===== src/rtl/seg_pkg.sv =====
// Shared constants and the hex-to-segment table for the seven-segment scanner.
package seg_pkg;

  // Sub-slots per digit slot; sub-slot 0 is the ghost-guard blank.
  localparam int unsigned SUB_SLOTS = 16;

  // Active-high "all segments off" pattern (before polarity is applied).
  localparam logic [7:0] SEG_OFF = 8'h00;

  // Segment patterns g..a for hex digits 0..F, active-high.
  localparam logic [6:0] HEX_SEG [16] = '{
    7'h3F, 7'h06, 7'h5B, 7'h4F, 7'h66, 7'h6D, 7'h7D, 7'h07,
    7'h7F, 7'h6F, 7'h77, 7'h7C, 7'h39, 7'h5E, 7'h79, 7'h71
  };

  function automatic logic [6:0] hex_to_seg(input logic [3:0] nib);
    return HEX_SEG[nib];
  endfunction

endpackage


===== src/rtl/seg_hex_decode.sv =====
// Nibble + decimal point + blank to 8-bit active-high segment pattern.
module seg_hex_decode
  import seg_pkg::*;
(
  input  logic [3:0] nibble,
  input  logic       dp,
  input  logic       blank,
  output logic [7:0] seg
);

  // Blank overrides both the glyph and the decimal point.
  always_comb begin
    seg = SEG_OFF;
    if (!blank) seg = {dp, hex_to_seg(nibble)};
  end

endmodule


===== src/rtl/seg_scan_ctrl.sv =====
// Multiplexed seven-segment scanner: prescaler, (idx, sub) scan counters,
// double-buffered display set committed at frame boundaries, registered pins.
module seg_scan_ctrl
  import seg_pkg::*;
#(
  parameter int unsigned N_DIG       = 6,
  parameter int unsigned DIV         = 50000,
  parameter bit          SEG_ACT_LOW = 1'b1,
  parameter bit          SEL_ACT_LOW = 1'b1
) (
  input  logic               clk,
  input  logic               rst_n,
  input  logic [4*N_DIG-1:0] data_in,
  input  logic [N_DIG-1:0]   blank_in,
  input  logic [N_DIG-1:0]   dp_in,
  input  logic [3:0]         bright,
  input  logic               load,
  output logic               pending,
  output logic               frame_start,
  output logic [N_DIG-1:0]   sel,
  output logic [7:0]         dig
);

  localparam int unsigned      IDX_W    = (N_DIG > 1) ? $clog2(N_DIG) : 1;
  localparam int unsigned      CNT_W    = $clog2(DIV);
  localparam logic [IDX_W-1:0] IDX_LAST = IDX_W'(N_DIG - 1);
  localparam logic [CNT_W-1:0] CNT_LAST = CNT_W'(DIV - 1);
  localparam logic [3:0]       SUB_LAST = 4'(SUB_SLOTS - 1);
  localparam logic [N_DIG-1:0] SEL_INV  = {N_DIG{SEL_ACT_LOW}};
  localparam logic [7:0]       SEG_INV  = {8{SEG_ACT_LOW}};

  logic [CNT_W-1:0]   pre_cnt;
  logic               tick;
  logic               tick_q;
  logic [IDX_W-1:0]   idx;
  logic [3:0]         sub;
  logic               boundary;

  logic [4*N_DIG-1:0] sh_data,  act_data;
  logic [N_DIG-1:0]   sh_blank, act_blank;
  logic [N_DIG-1:0]   sh_dp,    act_dp;
  logic [3:0]         sh_bright, act_bright;

  logic [4*N_DIG-1:0] data_shifted;
  logic [3:0]         cur_nib;
  logic               cur_blank;
  logic               cur_dp;
  logic               drive;
  logic [7:0]         dec_seg;
  logic [N_DIG-1:0]   sel_hi;
  logic [7:0]         seg_hi;

  assign tick     = (pre_cnt == CNT_LAST);
  assign boundary = tick && (sub == SUB_LAST) && (idx == IDX_LAST);

  // Prescaler: free-running 0..DIV-1, tick in the wrap cycle.
  always_ff @(posedge clk or negedge rst_n) begin
    if (!rst_n)    pre_cnt <= '0;
    else if (tick) pre_cnt <= '0;
    else           pre_cnt <= pre_cnt + 1'b1;
  end

  // Scan counters: sub advances every tick, idx advances when sub wraps.
  always_ff @(posedge clk or negedge rst_n) begin
    if (!rst_n) begin
      sub <= '0;
      idx <= '0;
    end else if (tick) begin
      sub <= sub + 1'b1;
      if (sub == SUB_LAST) idx <= (idx == IDX_LAST) ? '0 : idx + 1'b1;
    end
  end

  // Double buffer: load fills the shadow, a frame boundary commits it.
  // A load coinciding with the boundary commits the old shadow and keeps pending set.
  always_ff @(posedge clk or negedge rst_n) begin
    if (!rst_n) begin
      sh_data    <= '0;
      sh_blank   <= '0;
      sh_dp      <= '0;
      sh_bright  <= '0;
      act_data   <= '0;
      act_blank  <= '1;
      act_dp     <= '0;
      act_bright <= '0;
      pending    <= 1'b0;
    end else begin
      if (load) begin
        sh_data   <= data_in;
        sh_blank  <= blank_in;
        sh_dp     <= dp_in;
        sh_bright <= bright;
      end
      if (boundary && pending) begin
        act_data   <= sh_data;
        act_blank  <= sh_blank;
        act_dp     <= sh_dp;
        act_bright <= sh_bright;
      end
      pending <= load | (pending & ~boundary);
    end
  end

  // Select the current digit's nibble and flags from the active set.
  always_comb begin
    data_shifted = act_data >> {idx, 2'b00};
    cur_nib      = data_shifted[3:0];
    cur_blank    = act_blank[idx];
    cur_dp       = act_dp[idx];
  end

  seg_hex_decode u_dec (
    .nibble (cur_nib),
    .dp     (cur_dp),
    .blank  (cur_blank),
    .seg    (dec_seg)
  );

  // Digit on only in sub-slots 1..bright; sub-slot 0 is always the guard.
  always_comb begin
    drive  = (sub != 4'd0) && (sub <= act_bright);
    sel_hi = '0;
    seg_hi = SEG_OFF;
    if (drive) begin
      sel_hi[idx] = 1'b1;
      seg_hi      = dec_seg;
    end
  end

  // Output registers: polarity applied last; frame_start marks the first
  // output update after idx returns to digit 0.
  always_ff @(posedge clk or negedge rst_n) begin
    if (!rst_n) begin
      sel         <= SEL_INV;
      dig         <= SEG_OFF ^ SEG_INV;
      tick_q      <= 1'b0;
      frame_start <= 1'b0;
    end else begin
      sel         <= sel_hi ^ SEL_INV;
      dig         <= seg_hi ^ SEG_INV;
      tick_q      <= tick;
      frame_start <= tick_q && (idx == '0) && (sub == 4'd0);
    end
  end

endmodule


===== config.mk =====
export PLATFORM = sky130hd
export DESIGN_NAME = seg_scan_ctrl
export DESIGN_NICKNAME = d
export VERILOG_FILES = /design/src/rtl/seg_pkg.sv /design/src/rtl/seg_hex_decode.sv /design/src/rtl/seg_scan_ctrl.sv
export SDC_FILE = /design/constraint.sdc
export NUM_CORES = 1
export LEC_CHECK = 0
export CORE_UTILIZATION = 45
export CTS_CLUSTER_SIZE = 25
export DETAILED_ROUTE_END_ITERATION = 10
export PLACE_DENSITY = 0.73
export SKIP_LAST_GASP = 1
export SLEW_MARGIN = 5
export SYNTH_ARGS = -nofsm -noshare
export SYNTH_HDL_FRONTEND = slang
export SYNTH_SLANG_ARGS = --single-unit

===== constraint.sdc =====
create_clock -name clk -period 2.9 [get_ports clk]
set_clock_uncertainty 0.2 [all_clocks]
set_input_delay 0.58 -clock clk [delete_from_list [all_inputs] [get_ports clk]]
set_output_delay 0.58 -clock clk [all_outputs]
set_load 0.01 [all_outputs]

==> flow_metrics.env <==
export IMPL_max_slew_margin_rel=0.646
export IMPL_slew_violations=0
export IMPL_synth_seq_cells=120
export IMPL_worst_ep_required_time_ns=3.00
export IMPL_clock_root_buffer="clkbuf_16"
export IMPL_hpwl_um=6770
export IMPL_ys_seq_area_frac=0.558
export IMPL_cts_sinks=120
export IMPL_first_pass_iters=11
export IMPL_avgViaCountPerCell=5.29
export IMPL_worstHoldStart="pre_cnt[0]"
export IMPL_rsz0062_at_grt="no"
export IMPL_place_area_um2=6120
export IMPL_syn_nets=434
export IMPL_min_path_type="reg2reg"
export IMPL_path_cells="buf_4 > mux4_2 > and2_1 > nor2_1 > nor3_1 > o31ai_1"
export IMPL_drc=2
export IMPL_die_height_um=112
export IMPL_synth_cell_types=44
export IMPL_core_area_um2=11600
export IMPL_start_util=0.469
export IMPL_dieArea_um2=12500
export IMPL_violations="DRC"
export IMPL_antenna_found_initial=0
export IMPL_grt_max_degree=55
export IMPL_path_buf_inv=1
export IMPL_setup_tns_final_ns=0
export IMPL_layout_nets=504
export IMPL_ys_flop_type="dfrtp_1"
export IMPL_power_density_nw_per_um2=568
export IMPL_drive_above_1_share=0.330
export IMPL_dr_first_iter_drc_count=111
export IMPL_worst_pin_slew_ns=0.529
export IMPL_routed_wl_um=9670
export IMPL_crit_family="simple AND/OR/NAND/NOR gates"
export IMPL_grt_pass1_vias=3368
export IMPL_gp_congestion=0.877
export IMPL_cts_clk_slew_worst_paths_ns=0.05
export IMPL_r2r_start="idx[0]"
export IMPL_startpoint="idx[0]"
export IMPL_synth_area_um2=5420
export IMPL_async_flop_share=1.00
export IMPL_grt_pass1_wl_um=16800
export IMPL_arrival_ns=2.75
export IMPL_finalCriticalPeriod_ns=2.65
export IMPL_area_delta_synth_final_pct=22.8
export IMPL_cp_slowest_cell="mux4_2"
export IMPL_htreeDepth=4
export IMPL_boundaryPins=59
export IMPL_cp_max_fo=19
export IMPL_whs_ns=0.292
export IMPL_cts_tree="built"
export IMPL_numCtsBuffers=17
export IMPL_setup_viol=0
export IMPL_wl_per_cell_um=16.0
export IMPL_worstSetupStartpointType="flip-flop"
export IMPL_finalHoldViolCount=0
export IMPL_clock_path_buffers=2
export IMPL_syn_instance_count=378
export IMPL_grt_usage=0.177
export IMPL_clock_latency_ns=0.41
export IMPL_ys_warn_count=0
export IMPL_slowest_delay_ns=0.56
export IMPL_ant_nets=0
export IMPL_port_buffers=58
export IMPL_path_class="reg2reg"
export IMPL_cap_violations=0
export IMPL_rows=39
export IMPL_pre_cts_ws_ns=0.263
export IMPL_cp_end_kind="flip-flop"
export IMPL_num_antenna_cells=0
export IMPL_ir_drop_uv=403
export IMPL_overflow=0
export IMPL_fmax_ghz=0.377
export IMPL_syn_avg_cell_area_um2=14.3
export IMPL_synth_edf_count=0
export IMPL_setup_ws_ns=0.250
export IMPL_period_share=0.914
export IMPL_power_leakage_nw=2.93
export IMPL_status="finished, violations left"
export IMPL_fin_area_um2=6660
export IMPL_vias=3193
export IMPL_die_x_um=112
state kept, by name, summed over array words and instances, names as in the netlist:
name / cells
sh_bright: 4
tick_q: 1
sh_data: 24
sh_dp: 6
act_dp: 6
act_blank: 6
sub: 4
act_bright: 4
act_data: 24
idx: 3
pre_cnt: 16
sel: 6
sh_blank: 6
frame_start: 1
dig: 8
pending: 1
cells in the mapped netlist (4+ instances only):
master | n | share of area
dfrtp_1 | 100 | 0.46
mux2_2 | 47 | 0.098
mux2_4 | 40 | 0.11
dfstp_2 | 20 | 0.097
nand3_1 | 16 | 0.015
nor2_1 | 16 | 0.011
nand2_1 | 14 | 0.0097
ha_1 | 13 | 0.030
xor2_1 | 11 | 0.018
inv_1 | 10 | 0.0069
clkbuf_1 | 7 | 0.0048
xnor2_1 | 7 | 0.011
mux4_2 | 6 | 0.025
and2_1 | 5 | 0.0058
buf_12 | 5 | 0.018
nand4_1 | 5 | 0.0058
o211ai_1 | 5 | 0.0069
o21ai_0 | 5 | 0.0046
buf_1 | 4 | 0.0028
nor2b_1 | 4 | 0.0046
nor3_1 | 4 | 0.0037
power breakdown:
group	switching, mW	internal (mW)	leakage (nW)
Clock	0.675	1.17	0.262
Combinational	0.0627	0.104	1.18
Sequential	0.0334	1.74	1.50
Total	0.771	3.01	2.93
cell families (layout without fill, tap and decap cells):
kind of cell / Yosys count / count (layout) / synth area share
mux: 96 / 96 / 0.239
compound gates: 24 / 24 / 0.0300
flops: 120 / 120 / 0.558
simple gates: 79 / 79 / 0.0785
xor+xnor: 18 / 18 / 0.0291
buf+inv: 28 / 111 / 0.0353
fa+ha+maj: 13 / 13 / 0.0300
repair_timing:
item | 4_1_cts | 5_1_grt
hold endpoints to repair | 37 | 0
hold buffers | 1 | 0
setup buffers | 0 | 0
resized for setup | 0 | 0
per-layer routing:
layer / global-route usage / wire length (µm) / vias to the layer above
met1: 0.235 / 4630 / 1624
met2: 0.267 / 4470 / 67
met5: 0 / 0 / -
met4: 0.0811 / 182 / 0
met3: 0.0506 / 387 / 16
li1: - / - / 1486
cells in the final DEF (no fill, tap or decap), drive strengths merged, types with 5 or more instances in the layout:
cell	n
and2	5
o211ai	5
xnor2	7
mux4	6
mux2	87
clkdlybuf4s50	56
clkbuf	28
ha	13
nand2	14
o21ai	6
nor2	16
nand3	16
dfstp	20
buf	12
xor2	11
dfrtp	100
nand4	5
inv	10
stage by stage:
stage | cells | total power [mW] | utilization
finish | 604 | 3.78 | 0.576
global route | 604 | 3.94 | 0.576
CTS | 604 | 3.84 | 0.576
detailed placement | 571 | 1.97 | 0.529
global placement | 571 | 1.96 | 0.529
floorplan | 378 | 1.85 | -
cell type report:
type,count,area (µm²)
Fill cell,892,4910
Sequential cell,120,3030
Multi-Input combinational cell,230,2200
Timing Repair Buffer,69,683
Clock buffer,28,507
Tap cell,143,179
Inverter,10,37.5
Clock inverter,4,20.0
worst register-to-register path, stage by stage, from the launching register on:
cell     delay (ns)
dfrtp_1        0.41
buf_4          0.31
mux4_2         0.57
and2_1         0.19
nor2_1         0.41
nor3_1         0.11
o31ai_1        0.34
final timing paths:
kind | endpoint | slack (ns) | cells past startpoint
worst max-delay path | dig[0] | 0.25 | 6
worst min-delay path | pre_cnt[0] | 0.29 | 1
min in group asynchronous | pre_cnt[8] | 0.48 | 2
worst min register to register | pre_cnt[0] | 0.29 | 1
max in group asynchronous | act_data[9] | 1.23 | 3
worst max register to register | dig[0] | 0.25 | 6
Power figures use the tool's default switching activity.
